[config.mk]
export PLATFORM = sky130hd
export DESIGN_NAME = noise_lfsr_gen
export DESIGN_NICKNAME = d
export VERILOG_FILES = /design/src/rtl/noise_lfsr_gen.sv
export SDC_FILE = /design/constraint.sdc
export NUM_CORES = 1
export LEC_CHECK = 0
export ABC_AREA = 0
export CORE_MARGIN = 1
export CORE_UTILIZATION = 41
export DETAILED_ROUTE_END_ITERATION = 7
export PLACE_DENSITY_LB_ADDON = 0.25
export SETUP_SLACK_MARGIN = 0.4
export SYNTH_ARGS = -nofsm -noshare
export SYNTH_HDL_FRONTEND = slang
export SYNTH_SLANG_ARGS = --single-unit
[constraint.sdc]
create_clock -name clk -period 1.5 [get_ports clk]
set_input_delay 0.225 -clock clk [delete_from_list [all_inputs] [get_ports clk]]
set_output_delay 0.225 -clock clk [all_outputs]
set_load 0.02 [all_outputs]
[src/rtl/noise_lfsr_gen.sv]
// Noise channel generator: period counter / tone-sync clocking feeding a
// tap-masked LFSR, with write-triggered reseed and a zero-state lockup guard.
module noise_lfsr_gen #(
  parameter int unsigned LFSR_BITS    = 15,
  parameter int unsigned COUNTER_BITS = 10,
  parameter int unsigned BASE_PERIOD  = 32,
  parameter bit          SYNC_TO_TONE = 1'b1
) (
  input  logic                    clk,
  input  logic                    reset,
  input  logic                    clk_en,
  input  logic                    wr_strobe,
  input  logic [2:0]              wr_data,
  input  logic [COUNTER_BITS-1:0] tone_freq,
  input  logic                    tone_edge,
  input  logic [LFSR_BITS-1:0]    tap_mask,
  output logic                    out,
  output logic                    shift_pulse,
  output logic [LFSR_BITS-1:0]    lfsr_state
);

  localparam int unsigned CW = COUNTER_BITS + 1;
  localparam logic [LFSR_BITS-1:0] SEED = {1'b1, {(LFSR_BITS-1){1'b0}}};
  localparam logic [CW-1:0] RELOAD_X1 = CW'(BASE_PERIOD - 1);
  localparam logic [CW-1:0] RELOAD_X2 = CW'(2 * BASE_PERIOD - 1);
  localparam logic [CW-1:0] RELOAD_X4 = CW'(4 * BASE_PERIOD - 1);

  typedef enum logic [1:0] {
    NF_BASE = 2'b00,
    NF_X2   = 2'b01,
    NF_X4   = 2'b10,
    NF_TONE = 2'b11
  } nf_e;

  logic [2:0]              r_ctrl;
  logic [CW-1:0]           r_counter;
  logic [LFSR_BITS-1:0]    r_lfsr;
  logic                    r_shift_pulse;

  nf_e                     w_nf;
  logic                    w_white;
  logic                    w_sync_mode;
  logic [COUNTER_BITS-1:0] w_tf_eff;
  logic [CW-1:0]           w_reload;
  logic                    w_shift;
  logic                    w_fb;
  logic [LFSR_BITS-1:0]    w_lfsr_next;

  assign w_nf        = nf_e'(r_ctrl[1:0]);
  assign w_white     = r_ctrl[2];
  assign w_sync_mode = (w_nf == NF_TONE) && SYNC_TO_TONE;

  // Reload value P-1 for the current mode; tone_freq=0 behaves as 1 (P=2)
  always_comb begin
    w_tf_eff = tone_freq;
    if (tone_freq == '0) w_tf_eff = COUNTER_BITS'(1);
    w_reload = RELOAD_X1;
    case (w_nf)
      NF_BASE: w_reload = RELOAD_X1;
      NF_X2:   w_reload = RELOAD_X2;
      NF_X4:   w_reload = RELOAD_X4;
      NF_TONE: w_reload = {w_tf_eff, 1'b0} - CW'(1);
      default: w_reload = RELOAD_X1;
    endcase
  end

  // Shift request, feedback bit and next LFSR value (zero state reseeds)
  always_comb begin
    w_shift     = clk_en && (w_sync_mode ? tone_edge : (r_counter == '0));
    w_fb        = w_white ? (^(r_lfsr & tap_mask)) : r_lfsr[0];
    w_lfsr_next = {w_fb, r_lfsr[LFSR_BITS-1:1]};
    if (r_lfsr == '0) w_lfsr_next = SEED;
  end

  // Control register: loaded by register writes
  always_ff @(posedge clk) begin
    if (reset)          r_ctrl <= '0;
    else if (wr_strobe) r_ctrl <= wr_data;
  end

  // Period counter: free-runs on clk_en in counter modes, holds in sync mode
  always_ff @(posedge clk) begin
    if (reset) begin
      r_counter <= '0;
    end else if (clk_en && !w_sync_mode) begin
      if (r_counter == '0) r_counter <= w_reload;
      else                 r_counter <= r_counter - CW'(1);
    end
  end

  // LFSR: a write reseeds and overrides any shift due in the same cycle
  always_ff @(posedge clk) begin
    if (reset)          r_lfsr <= SEED;
    else if (wr_strobe) r_lfsr <= SEED;
    else if (w_shift)   r_lfsr <= w_lfsr_next;
  end

  // Shift pulse: registered alongside the LFSR update, so it is visible
  // in the cycle that presents the new LFSR value
  always_ff @(posedge clk) begin
    if (reset) r_shift_pulse <= 1'b0;
    else       r_shift_pulse <= w_shift && !wr_strobe;
  end

  assign out         = r_lfsr[0];
  assign shift_pulse = r_shift_pulse;
  assign lfsr_state  = r_lfsr;

endmodule

# Word-level counts from Yosys, hierarchy flattened
# Cells that the tools add are included.
[classes]
addsub = 2
eq_ne = 3
n_mux = 6
bitwise_logic = 1
reduce_logical = 11
[op_table]
columns = ["operator", "count"]
rows = [
  ["one-hot mux 11 bit (4 select lines)", 1],
  ["subtractor 11 x 1 -> 11 bit, second input constant", 2],
  ["AND 15 bit", 1],
  ["zero test 15 bit", 1],
  ["2-to-1 mux 15 bit", 1],
  ["XOR reduction 15 bit", 1],
  ["zero test 11 bit", 1],
  ["2-to-1 mux 11 bit", 1],
  ["zero test 10 bit", 1],
  ["2-to-1 mux 10 bit", 1],
  ["== test 2 bit, second input constant", 2],
  ["logical AND 1 bit", 3],
  ["== test 2 x 1 -> 1 bit, second input constant", 1],
  ["zero test 1 bit", 2],
  ["zero test 2 bit", 1],
  ["2-to-1 mux 1 bit", 2],
  ["OR reduction 2 bit", 1],
]
[word_totals]
register_bits = 30
inputBits = 33
out_inout_bits = 17
elab_cells = 27

# Depth between registers and ports, before layout
[depth]
word_depth = 5
depth_mapped = 8
ltp_nobuf = 8

# Worst setup path before layout
# OpenSTA, ideal clock, no wires.
[synth_path]
path_type = "register -> register"
startpoint = "reg r_lfsr[13], in the netlist lfsr_state[13]"
endpoint = "reg r_lfsr[14], in the netlist lfsr_state[14]"
setup_time_ns = 0.125
t_arrival_ns = 1.666
required_ns = 1.375
path_slack_ns = -0.291
path_stages_with_launch = 7
n_path_buf = 0
period_less_slack_ns = 1.791
path_cell_list = "dfxtp_1 nand2_1 xnor3_1 xnor3_1 xnor3_1 mux2i_1 a31oi_1"
[synth_via]
elab_chain_cells = 4
elab_cells_between_ends = 5
classes_between = "mux (2); bitwise (1); reduce/logical (2)"
[synth_rtl]
columns = ["item", "line", "source"]
rows = [
  ["start: declaration", "37", "logic [LFSR_BITS-1:0] r_lfsr;"],
  ["start signal: assignment", "95", "else if (w_shift) r_lfsr <= w_lfsr_next;"],
  ["AND 15 bit", "70", "w_fb = w_white ? (^(r_lfsr & tap_mask)) : r_lfsr[0];"],
  ["XOR reduction 15 bit", "70", ""],
  ["2-to-1 mux 1 bit", "70", ""],
  ["2-to-1 mux 15 bit (*)", "72", "if (r_lfsr == '0) w_lfsr_next = SEED;"],
]
# Every way passes the cells marked *; elsewhere a longest branch is shown, timed or not.
# A chain may end at the register's enable or synchronous reset.

# Worst setup path after layout
[layout_path]
startpoint = "reg r_counter[5]"
endpoint = "reg r_lfsr[10], in the netlist lfsr_state[10]"
[layout_via]
elab_chain_cells = 3
[layout_rtl]
columns = ["item", "line", "source"]
rows = [
  ["start: declaration", "36", "logic [CW-1:0] r_counter;"],
  ["start signal: assignment", "86", "if (r_counter == '0) r_counter <= w_reload;"],
  ["start signal: assignment", "87", "else r_counter <= r_counter - CW'(1);"],
  ["zero test 11 bit", "69", "w_shift = clk_en && (w_sync_mode ? tone_edge : (r_counter == '0));"],
  ["2-to-1 mux 1 bit", "69", ""],
  ["logical AND 1 bit", "69", ""],
]
# Every way passes these cells.

==> flow_summary.rst <==
.. list-table::
   :header-rows: 1

   * - Metric
     - Value
   * - Run status
     - complete, but fails checks
   * - Violated checks
     - setup timing
   * - Number of inserted diodes
     - 0
   * - Total power per unit cell area
     - 855.6 nW/um^2
   * - Maximum number of pins on one net before global-route repair
     - 15
   * - Cell area after synthesis
     - 1564 um^2
   * - Leading cell type by number of instances after synthesis
     - sky130_fd_sc_hd__dfxtp_1
   * - Number of nets in the layout
     - about 320
   * - Worst hold-check path type
     - in -> reg
   * - Die extent in x
     - between 60 and 70 um
   * - Synthesized Nets
     - 211
   * - Source-to-sink clock delay at the later pin of the worst-skew pair
     - slightly below 0.3 ns
   * - Synth top area share
     - 0.3840
   * - Wirelength, routed
     - 5719 um
   * - Maximum clock path buffer count
     - 2
   * - Proportion of synthesized chip area in sequential cells
     - 0.3840
   * - Drt wl/cell
     - 17.23 um
   * - Final-report setup violation count
     - 20
   * - Min-Delay Path Depth
     - 3
   * - Clock skew after layout
     - 0.01509 ns
   * - Remaining global-route overflow
     - 0
   * - Number of failing hold endpoints at the final stage
     - 0
   * - Max cap viols
     - 0
   * - First-pass GRT wire length
     - 7631 um
   * - Ys Warns
     - 0
   * - Top cells by area in the synthesized netlist
     - sky130_fd_sc_hd__dfxtp_1 38%, sky130_fd_sc_hd__mux2i_1 12%, sky130_fd_sc_hd__nor2_1 7.0%
   * - Path depth of the worst reg2reg path
     - 6
   * - Row count
     - 22
   * - Via count of the first global-routing pass
     - 1649
   * - Crit path time final
     - 1.763 ns
   * - Clock-pin slew reported for the worst setup and hold paths after clock tree synthesis
     - 0.07 ns
   * - Number of synthesized register bits
     - 30
   * - Worst Slack Setup Final
     - -0.2631 ns
   * - Weighted congestion reported at the end of routability-driven placement
     - 0.7948
   * - Cell Count Post-Placement
     - 308
   * - Vertical die dimension
     - approximately 64 um
   * - Measured slew at the worst slew-check pin
     - 0.3909 ns
   * - TritonCTS clock tree
     - done
   * - H-Tree Depth
     - 2
   * - Synthesized netlist cell count
     - 176
   * - Sink Count
     - 30
   * - FMAX
     - 567.2 MHz
   * - Post-Synthesis Mean Instance Area
     - between 8 and 9 um^2
   * - Asr flop ratio synth
     - 0
   * - Final standard cell utilization of the core
     - 0.8202
   * - Antenna violations before repair
     - 0
   * - Post-Layout Cell Count
     - 332
   * - Cell type contributing the most total cell area after synthesis
     - sky130_fd_sc_hd__dfxtp_1
   * - Area inside the core boundary
     - roughly 3700 um^2
   * - Minimum hold slack
     - 0.4908 ns
   * - Arrival time reported for the critical path endpoint
     - 1.94 ns
   * - Max VDD drop
     - 0.7119 mV
   * - Clock root buffer
     - sky130_fd_sc_hd__clkbuf_8
   * - Most common library cells after synthesis
     - 30 x sky130_fd_sc_hd__dfxtp_1, 29 x sky130_fd_sc_hd__nor2_1, 23 x sky130_fd_sc_hd__nand2_1
   * - Pins Over Slew Limit
     - 0
   * - GRT Total Usage
     - 0.2501
   * - Required arrival time at the worst endpoint
     - 1.68 ns
   * - Number of synthesized flops with an enable pin
     - 0
   * - TritonCTS Buffers
     - 5
   * - Number of primary I/O pins
     - 50
   * - Unique masters post-synth
     - 38
   * - Worst setup EP type
     - flop
   * - Period utilization
     - 1.175
   * - Fraction of final layout cells sized beyond drive strength 1
     - 0.5176
   * - Number of DRC violations after detailed routing
     - 0
   * - Initial drt markers
     - 104
   * - Worst Path Class, Setup
     - reg -> reg
   * - Layout area overhead
     - 92.00%
   * - CP max FO
     - 10
   * - Post-layout total power
     - 2569 uW
   * - Total iterations of the first detailed-routing run
     - 4
   * - Initial Util
     - 0.4272
   * - Residual antenna-violating net count after detailed routing
     - 0
   * - Number of buffers inserted by port buffering
     - 49
   * - Main synth FF type
     - sky130_fd_sc_hd__dfxtp_1
   * - Worst Setup Start Kind
     - flop
   * - Unrepaired setup endpoints after global routing
     - true
   * - Pleak
     - 0.001291 uW
   * - Pre-CTS setup slack
     - -0.4853 ns
   * - Detailed placement HPWL
     - 3244 um
   * - Remaining max-slew budget at the tightest pin
     - 0.7370
   * - Die area
     - 4065 um^2
   * - Total number of vias
     - 1784
   * - Via count normalized by instance count
     - 5.373
==> path summary, 6_finish.rpt <==
| path | from | to | slack, ns |
|---|---|---|---|
| min | clk_en | r_counter[6] | 0.49 |
| min reg2reg | r_counter[10] | r_counter[10] | 0.49 |
| max | r_counter[5] | lfsr_state[10] | -0.26 |
| max reg2reg | r_counter[5] | lfsr_state[10] | -0.26 |
==> per-stage QoR <==
step | TNS (ns) | instance area (um^2)
floorplan | -0.7298 | 1642
finish | -3.757 | 3003
global route | -4.545 | 3003
detailed placement | -5.468 | 2461
global placement | -5.025 | 2461
CTS | -0.9009 | 2756
==> state kept, by name, indices dropped and copies added, names as in the netlist <==
signal and cells:
lfsr_state 15, r_counter 11, r_ctrl 3, shift_pulse 1
==> cell usage in the layout (no fill, tap or decap), types with 4 or more instances in the layout <==
cell / Yosys / layout
sky130_fd_sc_hd__mux2i_1: 19 / 17
sky130_fd_sc_hd__clkdlybuf4s50_1: 0 / 20
sky130_fd_sc_hd__xnor2_1: 6 / 4
sky130_fd_sc_hd__nor2_1: 29 / 26
sky130_fd_sc_hd__buf_4: 1 / 34
sky130_fd_sc_hd__nand2_1: 23 / 18
sky130_fd_sc_hd__clkbuf_8: 0 / 6
sky130_fd_sc_hd__dfxtp_1: 30 / 9
sky130_fd_sc_hd__dlymetal6s2s_1: 0 / 9
sky130_fd_sc_hd__dfxtp_2: 0 / 18
sky130_fd_sc_hd__buf_6: 1 / 39
sky130_fd_sc_hd__nor3_1: 8 / 4
==> report_power, final <==
group	total [uW]	leakage, uW	switching, uW	internal, uW
combinational	978	0.000992	455	524
sequential	896	0.000254	52.3	843
clock	695	0.0000455	321	374
==> critical path, cell delays in order (launching register included) <==
cell and delay (ns):
sky130_fd_sc_hd__dfxtp_4 0.36, sky130_fd_sc_hd__nor4_4 0.39, sky130_fd_sc_hd__nand2_2 0.16, sky130_fd_sc_hd__o22ai_4 0.27
sky130_fd_sc_hd__buf_12 0.19, sky130_fd_sc_hd__mux2i_2 0.22, sky130_fd_sc_hd__nor2_1 0.06
==> layer usage <==
| metal | global-route usage | wire length, um | up-vias |
|---|---|---|---|
| li1 | - | - | 835 |
| met2 | 0.4082 | 2772 | 85 |
| met4 | 0.1136 | 216 | 0 |
| met3 | 0.06964 | 391 | 25 |
| met1 | 0.3037 | 2338 | 839 |
| met5 | 0 | 0 | - |
==> repair_timing <==
action,CTS,global route
gates resized for setup,141,46
pin swaps,25,26
hold buffers,0,0
setup endpoints to repair,44,44
buffers inserted,6,10
==> logic make-up (layout without fill, tap and decap cells) <==
| logic type | Yosys count | count (layout) | synth area share |
|---|---|---|---|
| flip-flops | 30 | 30 | 0.3840 |
| XOR/XNOR | 13 | 13 | 0.09919 |
| buffers and inverters | 10 | 118 | 0.03840 |
| AO/OA/AOI/OAI | 20 | 20 | 0.09361 |
| AND/OR/NAND/NOR | 82 | 82 | 0.2472 |
| adder cells (fa/ha/maj) | 2 | 2 | 0.01600 |
| multiplexers | 19 | 19 | 0.1216 |
==> layout make-up <==
cell class              count  area [um^2]
fillers                   196        658.1
multi-input cells         136         1149
well taps                  48        60.06
flip-flops and latches     30        634.4
clock buffers               8        90.09
repair buffers            107         1059
inverters                   3        11.26
Power figures use the tool's default switching activity.
